--- config.mk ---
export PLATFORM = sky130hd
export DESIGN_NAME = snake_body_tracker_flat
export DESIGN_NICKNAME = d
export VERILOG_FILES = /design/src/rtl/snake_body_tracker_pkg.sv /design/src/rtl/snake_body_tracker_if.sv /design/src/rtl/snake_body_tracker_pos_ring.sv /design/src/rtl/snake_body_tracker.sv /design/src/flat_wrapper.sv
export SDC_FILE = /design/constraint.sdc
export NUM_CORES = 2
export LEC_CHECK = 0
export CORE_MARGIN = 4
export CORE_UTILIZATION = 40
export DETAILED_ROUTE_END_ITERATION = 16
export HOLD_SLACK_MARGIN = 0.1
export PLACE_DENSITY = 0.58
export SETUP_SLACK_MARGIN = 0.05
export SLEW_MARGIN = 20
export SYNTH_ARGS = -nofsm -noshare
export SYNTH_HDL_FRONTEND = slang
export SYNTH_SLANG_ARGS = --single-unit
--- constraint.sdc ---
create_clock -name i_clk -period 69.7 [get_ports i_clk]
set_clock_uncertainty 0.1 [all_clocks]
set_input_delay 17.425 -clock i_clk [delete_from_list [all_inputs] [get_ports i_clk]]
set_output_delay 17.425 -clock i_clk [all_outputs]
set_load 0.005 [all_outputs]
--- src/rtl/snake_body_tracker_pkg.sv ---
// Shared types and helpers for the snake body tracker: direction codes,
// packed grid cell and the reverse-direction test.
package snake_body_tracker_pkg;

    localparam int CELL_W = 8;

    typedef enum logic [1:0] {
        DIR_UP    = 2'b00,
        DIR_DOWN  = 2'b01,
        DIR_LEFT  = 2'b10,
        DIR_RIGHT = 2'b11
    } dir_e;

    typedef struct packed {
        logic [CELL_W-1:0] x;
        logic [CELL_W-1:0] y;
    } cell_t;

    // Opposite directions share the axis bit and differ in the sign bit.
    function automatic logic is_reverse(input logic [1:0] a, input logic [1:0] b);
        return (a[1] == b[1]) && (a[0] != b[0]);
    endfunction

    function automatic int cell_index(input int x, input int y, input int w);
        return y * w + x;
    endfunction

endpackage

--- src/rtl/snake_body_tracker_if.sv ---
// Control and status bundle between the game logic and the snake body tracker.
interface snake_body_tracker_if #(
    parameter int XW = 4,
    parameter int YW = 4
);
    logic          i_step;
    logic          i_pause;
    logic [1:0]    i_dir_req;
    logic          i_dir_valid;
    logic          i_grow;
    logic [XW-1:0] i_qx;
    logic [YW-1:0] i_qy;
    logic [XW-1:0] o_head_x;
    logic [YW-1:0] o_head_y;
    logic [XW-1:0] o_tail_x;
    logic [YW-1:0] o_tail_y;
    logic [1:0]    o_dir;
    logic [7:0]    o_length;
    logic          o_full;
    logic          o_dead;
    logic          o_q_occ;

    modport master (
        output i_step, i_pause, i_dir_req, i_dir_valid, i_grow, i_qx, i_qy,
        input  o_head_x, o_head_y, o_tail_x, o_tail_y, o_dir, o_length,
               o_full, o_dead, o_q_occ
    );

    modport slave (
        input  i_step, i_pause, i_dir_req, i_dir_valid, i_grow, i_qx, i_qy,
        output o_head_x, o_head_y, o_tail_x, o_tail_y, o_dir, o_length,
               o_full, o_dead, o_q_occ
    );
endinterface

--- src/rtl/snake_body_tracker_pos_ring.sv ---
// Circular buffer of snake cells: head pointer advances on push, tail pointer
// advances on pop, both wrapping modulo DEPTH.
module snake_pos_ring
    import snake_body_tracker_pkg::*;
#(
    parameter int DEPTH    = 64,
    parameter int INIT_LEN = 2,
    parameter int INIT_X   = 8,
    parameter int INIT_Y   = 4
) (
    input  logic  i_clk,
    input  logic  i_rst,
    input  logic  i_push,
    input  logic  i_pop,
    input  cell_t i_cell,
    output cell_t o_head,
    output cell_t o_tail
);
    localparam int PW = (DEPTH > 1) ? $clog2(DEPTH) : 1;

    cell_t         r_buf [DEPTH];
    logic [PW-1:0] r_head;
    logic [PW-1:0] r_tail;
    logic [PW-1:0] w_head_nxt;

    function automatic logic [PW-1:0] ptr_inc(input logic [PW-1:0] p);
        return (p == PW'(DEPTH - 1)) ? '0 : p + PW'(1);
    endfunction

    assign w_head_nxt = ptr_inc(r_head);

    // Slot 0 holds the initial tail, slot INIT_LEN the initial head.
    always_ff @(posedge i_clk or posedge i_rst) begin
        if (i_rst) begin
            for (int i = 0; i < DEPTH; i++) begin
                if (i <= INIT_LEN) begin
                    r_buf[i].x <= CELL_W'(INIT_X);
                    r_buf[i].y <= CELL_W'(INIT_Y - INIT_LEN + i);
                end else begin
                    r_buf[i] <= '0;
                end
            end
            r_head <= PW'(INIT_LEN);
            r_tail <= '0;
        end else begin
            if (i_push) begin
                r_buf[w_head_nxt] <= i_cell;
                r_head            <= w_head_nxt;
            end
            if (i_pop) begin
                r_tail <= ptr_inc(r_tail);
            end
        end
    end

    assign o_head = r_buf[r_head];
    assign o_tail = r_buf[r_tail];

endmodule

--- src/rtl/snake_body_tracker.sv ---
// Snake body tracker: moves the head on each step, keeps an occupancy bitmap,
// detects wall/self collisions and serves a registered occupancy query.
module snake_body_tracker
    import snake_body_tracker_pkg::*;
#(
    parameter int GRID_W   = 16,
    parameter int GRID_H   = 16,
    parameter int MAX_LEN  = 63,
    parameter int INIT_LEN = 2,
    parameter int WRAP     = 0
) (
    input logic           i_clk,
    input logic           i_rst,
    snake_body_tracker_if.slave bus
);
    localparam int XW    = $clog2(GRID_W);
    localparam int YW    = $clog2(GRID_H);
    localparam int NCELL = GRID_W * GRID_H;
    localparam int IW    = $clog2(NCELL);
    localparam int HX0   = GRID_W / 2;
    localparam int HY0   = GRID_H / 4;

    // state    | meaning
    // ST_ALIVE | steps move the snake
    // ST_DEAD  | collision seen, steps ignored until reset
    typedef enum logic {ST_ALIVE = 1'b0, ST_DEAD = 1'b1} state_e;

    state_e         r_state, w_state_nxt;
    dir_e           r_dir, r_pend;
    logic [7:0]     r_len;
    logic [NCELL-1:0] r_occ;
    logic           r_qocc;
    cell_t          w_head, w_tail, w_next;
    logic           w_edge, w_wall, w_self, w_alive, w_move, w_die, w_commit;
    logic           w_full, w_grow, w_pop, w_q_in;
    logic [IW-1:0]  w_next_idx, w_tail_idx, w_q_idx;
    logic [XW:0]    w_qx_ext;
    logic [YW:0]    w_qy_ext;

    snake_pos_ring #(
        .DEPTH    (MAX_LEN + 1),
        .INIT_LEN (INIT_LEN),
        .INIT_X   (HX0),
        .INIT_Y   (HY0)
    ) u_ring (
        .i_clk  (i_clk),
        .i_rst  (i_rst),
        .i_push (w_commit),
        .i_pop  (w_pop),
        .i_cell (w_next),
        .o_head (w_head),
        .o_tail (w_tail)
    );

    // Edge crossings always produce the wrapped cell; w_wall decides if it kills.
    always_comb begin
        w_next = w_head;
        w_edge = 1'b0;
        case (r_pend)
            DIR_UP:
                if (w_head.y == CELL_W'(GRID_H - 1)) begin w_edge = 1'b1; w_next.y = '0; end
                else w_next.y = w_head.y + CELL_W'(1);
            DIR_DOWN:
                if (w_head.y == '0) begin w_edge = 1'b1; w_next.y = CELL_W'(GRID_H - 1); end
                else w_next.y = w_head.y - CELL_W'(1);
            DIR_LEFT:
                if (w_head.x == '0) begin w_edge = 1'b1; w_next.x = CELL_W'(GRID_W - 1); end
                else w_next.x = w_head.x - CELL_W'(1);
            DIR_RIGHT:
                if (w_head.x == CELL_W'(GRID_W - 1)) begin w_edge = 1'b1; w_next.x = '0; end
                else w_next.x = w_head.x + CELL_W'(1);
        endcase
    end

    assign w_next_idx = IW'(cell_index(int'(w_next.x), int'(w_next.y), GRID_W));
    assign w_tail_idx = IW'(cell_index(int'(w_tail.x), int'(w_tail.y), GRID_W));
    assign w_full     = (r_len == 8'(MAX_LEN));
    assign w_grow     = bus.i_grow && !w_full;
    assign w_wall     = w_edge && (WRAP == 0);
    // Stepping onto the tail is legal only when the tail moves away this step.
    assign w_self     = r_occ[w_next_idx] && !((w_next == w_tail) && !w_grow);
    assign w_move     = bus.i_step && !bus.i_pause && w_alive;
    assign w_die      = w_move && (w_wall || w_self);
    assign w_commit   = w_move && !w_die;
    assign w_pop      = w_commit && !w_grow;

    always_ff @(posedge i_clk or posedge i_rst) begin
        if (i_rst) r_state <= ST_ALIVE;
        else       r_state <= w_state_nxt;
    end

    always_comb begin
        w_state_nxt = r_state;
        case (r_state)
            ST_ALIVE: if (w_die) w_state_nxt = ST_DEAD;
            ST_DEAD:  w_state_nxt = ST_DEAD;
        endcase
    end

    always_comb begin
        w_alive = (r_state == ST_ALIVE);
    end

    assign w_qx_ext = {1'b0, bus.i_qx};
    assign w_qy_ext = {1'b0, bus.i_qy};
    assign w_q_in   = (w_qx_ext < (XW+1)'(GRID_W)) && (w_qy_ext < (YW+1)'(GRID_H));
    assign w_q_idx  = IW'(cell_index(int'(bus.i_qx), int'(bus.i_qy), GRID_W));

    always_ff @(posedge i_clk or posedge i_rst) begin
        if (i_rst) begin
            r_dir  <= DIR_UP;
            r_pend <= DIR_UP;
            r_len  <= 8'(INIT_LEN);
            r_qocc <= 1'b0;
            r_occ  <= '0;
            for (int k = 0; k <= INIT_LEN; k++) begin
                r_occ[IW'(cell_index(HX0, HY0 - k, GRID_W))] <= 1'b1;
            end
        end else begin
            if (bus.i_dir_valid && !is_reverse(bus.i_dir_req, r_dir)) begin
                r_pend <= dir_e'(bus.i_dir_req);
            end
            if (w_commit) begin
                r_dir <= r_pend;
                if (w_grow) r_len <= r_len + 8'd1;
                if (w_pop)  r_occ[w_tail_idx] <= 1'b0;
                r_occ[w_next_idx] <= 1'b1;
            end
            r_qocc <= w_q_in ? r_occ[w_q_idx] : 1'b0;
        end
    end

    assign bus.o_head_x = w_head.x[XW-1:0];
    assign bus.o_head_y = w_head.y[YW-1:0];
    assign bus.o_tail_x = w_tail.x[XW-1:0];
    assign bus.o_tail_y = w_tail.y[YW-1:0];
    assign bus.o_dir    = r_dir;
    assign bus.o_length = r_len;
    assign bus.o_full   = w_full;
    assign bus.o_dead   = !w_alive;
    assign bus.o_q_occ  = r_qocc;

endmodule
--- src/flat_wrapper.sv ---
// flat-port wrapper written by rule: the top's interface ports become plain ports
module snake_body_tracker_flat import snake_body_tracker_pkg::*;
#(
    parameter int GRID_W   = 16,
    parameter int GRID_H   = 16,
    parameter int MAX_LEN  = 63,
    parameter int INIT_LEN = 2,
    parameter int WRAP     = 0
)
  (i_clk, i_rst, bus_i_step, bus_i_pause, bus_i_dir_req, bus_i_dir_valid, bus_i_grow, bus_i_qx, bus_i_qy, bus_o_head_x, bus_o_head_y, bus_o_tail_x, bus_o_tail_y, bus_o_dir, bus_o_length, bus_o_full, bus_o_dead, bus_o_q_occ);
  snake_body_tracker_if bus_i ();
  input logic i_clk;
  input logic i_rst;
  input wire logic [$bits(bus_i.i_step)-1:0] bus_i_step;
  input wire logic [$bits(bus_i.i_pause)-1:0] bus_i_pause;
  input wire logic [$bits(bus_i.i_dir_req)-1:0] bus_i_dir_req;
  input wire logic [$bits(bus_i.i_dir_valid)-1:0] bus_i_dir_valid;
  input wire logic [$bits(bus_i.i_grow)-1:0] bus_i_grow;
  input wire logic [$bits(bus_i.i_qx)-1:0] bus_i_qx;
  input wire logic [$bits(bus_i.i_qy)-1:0] bus_i_qy;
  output wire logic [$bits(bus_i.o_head_x)-1:0] bus_o_head_x;
  output wire logic [$bits(bus_i.o_head_y)-1:0] bus_o_head_y;
  output wire logic [$bits(bus_i.o_tail_x)-1:0] bus_o_tail_x;
  output wire logic [$bits(bus_i.o_tail_y)-1:0] bus_o_tail_y;
  output wire logic [$bits(bus_i.o_dir)-1:0] bus_o_dir;
  output wire logic [$bits(bus_i.o_length)-1:0] bus_o_length;
  output wire logic [$bits(bus_i.o_full)-1:0] bus_o_full;
  output wire logic [$bits(bus_i.o_dead)-1:0] bus_o_dead;
  output wire logic [$bits(bus_i.o_q_occ)-1:0] bus_o_q_occ;
  assign bus_i.i_step = bus_i_step;
  assign bus_i.i_pause = bus_i_pause;
  assign bus_i.i_dir_req = bus_i_dir_req;
  assign bus_i.i_dir_valid = bus_i_dir_valid;
  assign bus_i.i_grow = bus_i_grow;
  assign bus_i.i_qx = bus_i_qx;
  assign bus_i.i_qy = bus_i_qy;
  assign bus_o_head_x = bus_i.o_head_x;
  assign bus_o_head_y = bus_i.o_head_y;
  assign bus_o_tail_x = bus_i.o_tail_x;
  assign bus_o_tail_y = bus_i.o_tail_y;
  assign bus_o_dir = bus_i.o_dir;
  assign bus_o_length = bus_i.o_length;
  assign bus_o_full = bus_i.o_full;
  assign bus_o_dead = bus_i.o_dead;
  assign bus_o_q_occ = bus_i.o_q_occ;
  snake_body_tracker #(.GRID_W(GRID_W), .GRID_H(GRID_H), .MAX_LEN(MAX_LEN), .INIT_LEN(INIT_LEN), .WRAP(WRAP)) u_core (.i_clk(i_clk), .i_rst(i_rst), .bus(bus_i));
endmodule
# Yosys cells after proc, flatten, opt, wreduce, memory -nomap -nowiden
# Index checks and enable logic that the tools add are counted.
[classes] eq_ne=11 n_mux=35 order_cmp=11 add_sub_neg=10 bitwise_logic=7 n_reduce_logical=25
[ops] cell="$bwmux W1024" count=1
[ops] cell="$mux W256" count=2
[ops] cell="$and A256 B256 Y256" count=1
[ops] cell="$not A256 Y256" count=1
[ops] cell="$or A256 B256 Y256" count=1
[ops] cell="$bmux W16 S6" count=2
[ops] cell="$demux W16 S6" count=1
[ops] cell="$mux W16" count=5
[ops] cell="$mux W8" count=4
[ops] cell="$pmux W8 S2" count=2
[ops] cell="$lt A8 B9 Y1 const B" count=3
[ops] cell="$add A8 B1 Y8 const B" count=3
[ops] cell="$ge A7 B7 Y1 const B" count=3
[ops] cell="$not A6 Y7" count=3
[ops] cell="$add A8 B8 Y8" count=2
[ops] cell="$bmux W1 S8" count=2
[ops] cell="$demux W1 S8" count=2
[ops] cell="$eq A16 B16 Y1" count=1
[ops] cell="$eq A8 B4 Y1 const B" count=2
[ops] cell="$ge A8 B1 Y1 const B" count=2
[ops] cell="$logic_not A8 Y1" count=2
[ops] cell="$sub A8 B1 Y8 const B" count=2
[ops] cell="$logic_and A1 B1 Y1" count=14
[ops] cell="$add A6 B1 Y6 const B" count=2
[ops] cell="18 further kinds" count=36
[word_totals] regBits=1306 out_inout_bits=29

# Longest topological paths before layout
[logic_depth] word_depth=19 mapped_depth=35

# Modules after synthesis
# From an unflattened synthesis, not the netlist that was laid out.
[hier_totals] hier_cells=5662 hier_area_um2=74461.4
[by_module_without_submodules] mod="snake_pos_ring" area_each_um2=56395.3 n_inst=1 seq_area_each_um2=25934.9 cells_per_inst=3764
[by_module_without_submodules] mod="snake_body_tracker" area_each_um2=18066.1 n_inst=1 seq_area_each_um2=6761.5 cells_per_inst=1898

# Worst setup path after synthesis
# No wires, ideal clock.
[synth_timing] path_kind="reg2out" startpoint="register u_core.u_ring.r_tail[0]" endpoint="output bus_o_tail_y[2]" n_path_buf=4 stages_incl_launch_ff=8 required_time_ns=52.175 arrival_time_ns=3.558 slack_ns=48.617 cell_sequence="dfrtp_1 > clkbuf_1 > buf_1 > buf_1 > buf_1 > mux4_2 > mux4_2 > mux4_2"
[synth_between] elab_chain_len=4
[synth_lines] item="from (decl)" line="snake_body_tracker_pos_ring.sv:23" source="logic [PW-1:0] r_tail;"
[synth_lines] item="from (signal assigned)" line="snake_body_tracker_pos_ring.sv:51" source="r_tail <= ptr_inc(r_tail);"
[synth_lines] item="$not A6 Y7 (not written as such)" line="snake_body_tracker_pos_ring.sv:57" source="assign o_tail = r_buf[r_tail];"
[synth_lines] item="$bmux W16 S6" line="snake_body_tracker_pos_ring.sv:57"
[synth_lines] item="$mux W16 (not written as such) (2 in series)" line="snake_body_tracker_pos_ring.sv:57"
[synth_lines] item="to (decl)" line="flat_wrapper.sv:24" source="output wire logic [$bits(bus_i.o_tail_y)-1:0] bus_o_tail_y;"
# Every way passes these cells. The select of a mux whose other input is x is not followed.

# Worst setup path in the final report
[layout_timing] startpoint="register u_core.u_ring.r_head[0]" endpoint="output bus_o_head_x[0]"
[layout_between] elab_chain_len=4
[layout_lines] item="from (decl)" line="snake_body_tracker_pos_ring.sv:22" source="logic [PW-1:0] r_head;"
[layout_lines] item="from (signal assigned)" line="snake_body_tracker_pos_ring.sv:43" source="r_head <= PW'(INIT_LEN);"
[layout_lines] item="from (signal assigned)" line="snake_body_tracker_pos_ring.sv:48" source="r_head <= w_head_nxt;"
[layout_lines] item="$not A6 Y7 (not written as such)" line="snake_body_tracker_pos_ring.sv:56" source="assign o_head = r_buf[r_head];"
[layout_lines] item="$bmux W16 S6" line="snake_body_tracker_pos_ring.sv:56"
[layout_lines] item="$mux W16 (not written as such) (2 in series)" line="snake_body_tracker_pos_ring.sv:56"
[layout_lines] item="to (decl)" line="flat_wrapper.sv:21" source="output wire logic [$bits(bus_i.o_head_x)-1:0] bus_o_head_x;"
# Every way passes these cells. The select of a mux whose other input is x is not followed.

==> results.toml <==
[place]
dp_hpwl_um = 171000
port_buffers = 44
placed_cell_area_um2 = 77000
gp_congestion = 0.935

[final_layout]
area.sequential_um2 = 32700
most-common-layout-cells = "dfrtp_1 (1285), mux4_2 (594), mux2_1 (512)"
layout-drive-gt1-share_pct = 29.8
area_growth_pct = 9.93
multi_input_area_um2 = 39000
layout.cells.most_common = "dfrtp_1"
num-nets-final = 5375
fillers = 16700
final_area_um2 = 82100

[power_and_ir_drop]
leakage_nw = 35.3
p_per_area_nw_per_um2 = 48.6
power.ir.vdd_worst_uv = 411

[critical_path]
crit-reg2reg-launch = "u_core.u_ring.r_head[0]"
path_max_fanout = 116
setup.worst_path.class = "flop to output port"
crit_arrival_ns = 6.36
setup.worst_path.start_class = "flop"
critical_path_required_ns = 52.17
cp-end-kind = "output port"
timing.critical_path.from = "u_core.u_ring.r_head[0]"

[synth]
synth.largest_area_cell = "dfrtp_1"
synth_top_area_share_pct = 43.3
synthesis.instances = 5548
syn_area_um2 = 74700
async_reset_ff_share_pct = 100
number_of_flops_mapped_to_enable_cells_by_yosys = 0
yosys_register_bits = 1306
synth_area_leaders = "dfrtp_1 (43%), mux4_2 (18%), mux2_1 (7.7%)"
sequential_area_share_after_synthesis_pct = 43.8
synthFlopType = "dfrtp_1"
synth.lib_cells_used.distinct = 89
synthesis.yosys.warnings = 0
synth_area_per_inst_um2 = 13.5
syn-num-nets = 5581

[floorplanning]
die_x_extent_um = 440
area_of_the_core_region_um2 = 186000
initial_utilization_pct = 40.3
floorplan.rows = 158
design.die.area_um2 = 194000
die_y_um = 440
floorplan.io_pins = 45

[drt]
ant_nets = 0
drt_first_pass_iters = 6
totalWireLength_um = 271000
met1Wirelength_um = 111000
drt_iter0_markers = 7786
routed-via-count = 53700
drc_errors = 0
routed_via_density = 6.76
wl_per_cell_um = 34.1
met2WireLength_um = 117000
met3_wire_length_um = 31200
highest-signal-layer = "met5"

[clocking]
worst_skew_pair.late_latency_ns = 0.84
post-cts-setup-buffer-count = 0
cts.reportedPaths.clkPinSlew_ns = 0.06
cts-hold-fix-buffers = 0
cts_made_buffers = 151
clk_path_buf_depth = 3
htree_num_levels = 4
ctsRootBufferMaster = "clkbuf_16"
post_cts_resize_count = 0
cts_tree = "built"
clock-sinks = 1306

[grt]
globalRoute.totalOverflow = 0
first_global_vias = 52500
gr-usage-all-layers_pct = 27.7
grt_start_max_net_pins = 211
grt_first_pass_wirelength_um = 393000
grt_antenna_before_repair = 16

[status]
status = "complete, no violations"

[sta]
layout_min_cycle_time_ns = 23.89
worst_slew_margin_rel_pct = 8.28
period_share_pct = 34.3
worstMarginPinSlew_ns = 1.38
rsz0062_at_grt = "no"
finalSetupViolCount = 0
max_clock_freq_ghz = 0.0419
setup-tns-final_ns = 0
timing_hold_violations_final = 0
final-max-slew-violation-count = 0

[min_path]
timing.hold.worst.start = "u_core.r_occ[40]"
holdCritPathClass = "flop to flop"

[run]
cap_violations = 0
[cells in the mapped netlist (all sizes together) (7+ instances only)]
library cell / n
a211oi: 11
a21o: 8
a21oi: 39
a22oi: 103
a311oi: 20
a31oi: 31
a32oi: 12
and2: 17
and3: 13
and4: 7
buf: 265
clkbuf: 317
dfrtp: 1294
dfstp: 12
ha: 15
inv: 85
mux2: 984
mux2i: 282
mux4: 594
nand2: 297
nand2b: 18
nand3: 92
nand3b: 11
nand4: 25
nor2: 80
nor2b: 15
nor3: 46
nor3b: 8
nor4: 52
nor4b: 7
o211ai: 10
o21ai: 293
o22ai: 69
o31ai: 7
o41ai: 261
or2: 11
or3: 12
or4: 13
xnor2: 27
xor2: 18
[through the flow]
step / cells / util (%) / hold slack (ns) / total power, mW / setup WS, ns
detailed placement: 7668 / 41.5 / 0.372 / 3.12 / 46.65
finish: 7954 / 44.2 / 0.381 / 3.99 / 45.81
global placement: 7668 / 41.5 / 0.368 / 3.10 / 46.66
floorplan: 5548 / - / 0.356 / 2.55 / 15.38
CTS: 7945 / 44.2 / 0.380 / 3.93 / 45.73
global route: 7947 / 44.2 / 0.399 / 4.12 / 45.58
[final timing paths]
path / end / slack [ns] / cells past startpoint
setup / recovery: bus_o_head_x[0] / 45.81 / 9
hold / removal: u_core.r_occ[40] / 0.38 / 2
setup reg to reg: u_core.u_ring.r_buf[767] / 56.80 / 27
hold reg to reg: u_core.r_occ[40] / 0.38 / 2
max in group asynchronous: u_core.u_ring.r_buf[302] / 48.30 / 7
min in group asynchronous: u_core.u_ring.r_buf[595] / 17.11 / 2
[area by class of cell]
type	instances	area share (%)
Multi-Input combinational cell	3574	47.5
Sequential cell	1306	39.8
Clock buffer	229	5.41
Tap cell	2480	3.78
Timing Repair Buffer	223	2.29
Clock inverter	48	0.763
Inverter	86	0.402
Antenna cell	8	0.0244
[cells by family (layout without fill, tap and decap cells)]
kind of cell	count (synthesis)	after routing	synth area share, %
flip-flops	1306	1306	43.8
other	0	8	0
XOR/XNOR	45	45	0.527
AO/OA/AOI/OAI	913	913	8.50
adder cells (fa/ha/maj)	17	17	0.305
AND/OR/NAND/NOR	739	739	6.04
buffers and inverters	668	586	4.35
multiplexers	1860	1860	36.5
[flip-flops by register name, indices dropped and copies added, names as in the netlist]
signal / flops
u_core.u_ring.r_buf: 1024
u_core.r_occ: 256
u_core.bus.o_length: 8
u_core.u_ring.r_head: 6
u_core.u_ring.r_tail: 6
u_core.bus.o_dir: 2
u_core.r_pend: 2
u_core.bus.o_dead: 1
u_core.bus.o_q_occ: 1
[report_power, final]
group          internal (mW)  total [mW]  switching (mW)
Clock                  0.467       0.812           0.346
Combinational          0.507        2.28            1.77
Sequential             0.823       0.900          0.0773
[critical path: stages, from the launching register on]
cell             delay (ns)
dfrtp_4                1.01
buf_12                 0.72
buf_4                  0.83
mux4_2                 0.59
and3_1                 0.19
a311oi_1               0.59
nand4b_1               0.36
nand2_1                0.36
inv_1                  0.21
clkdlybuf4s50_1        0.59
[routing by layer]
metal / vias to the layer above / GRT usage [%]
met5: - / 0
met4: 8 / 10.9
met3: 622 / 8.17
met2: 3275 / 39.9
met1: 28600 / 39.3
li1: 21300 / -
No activity file was read; power rests on OpenSTA's default activity.
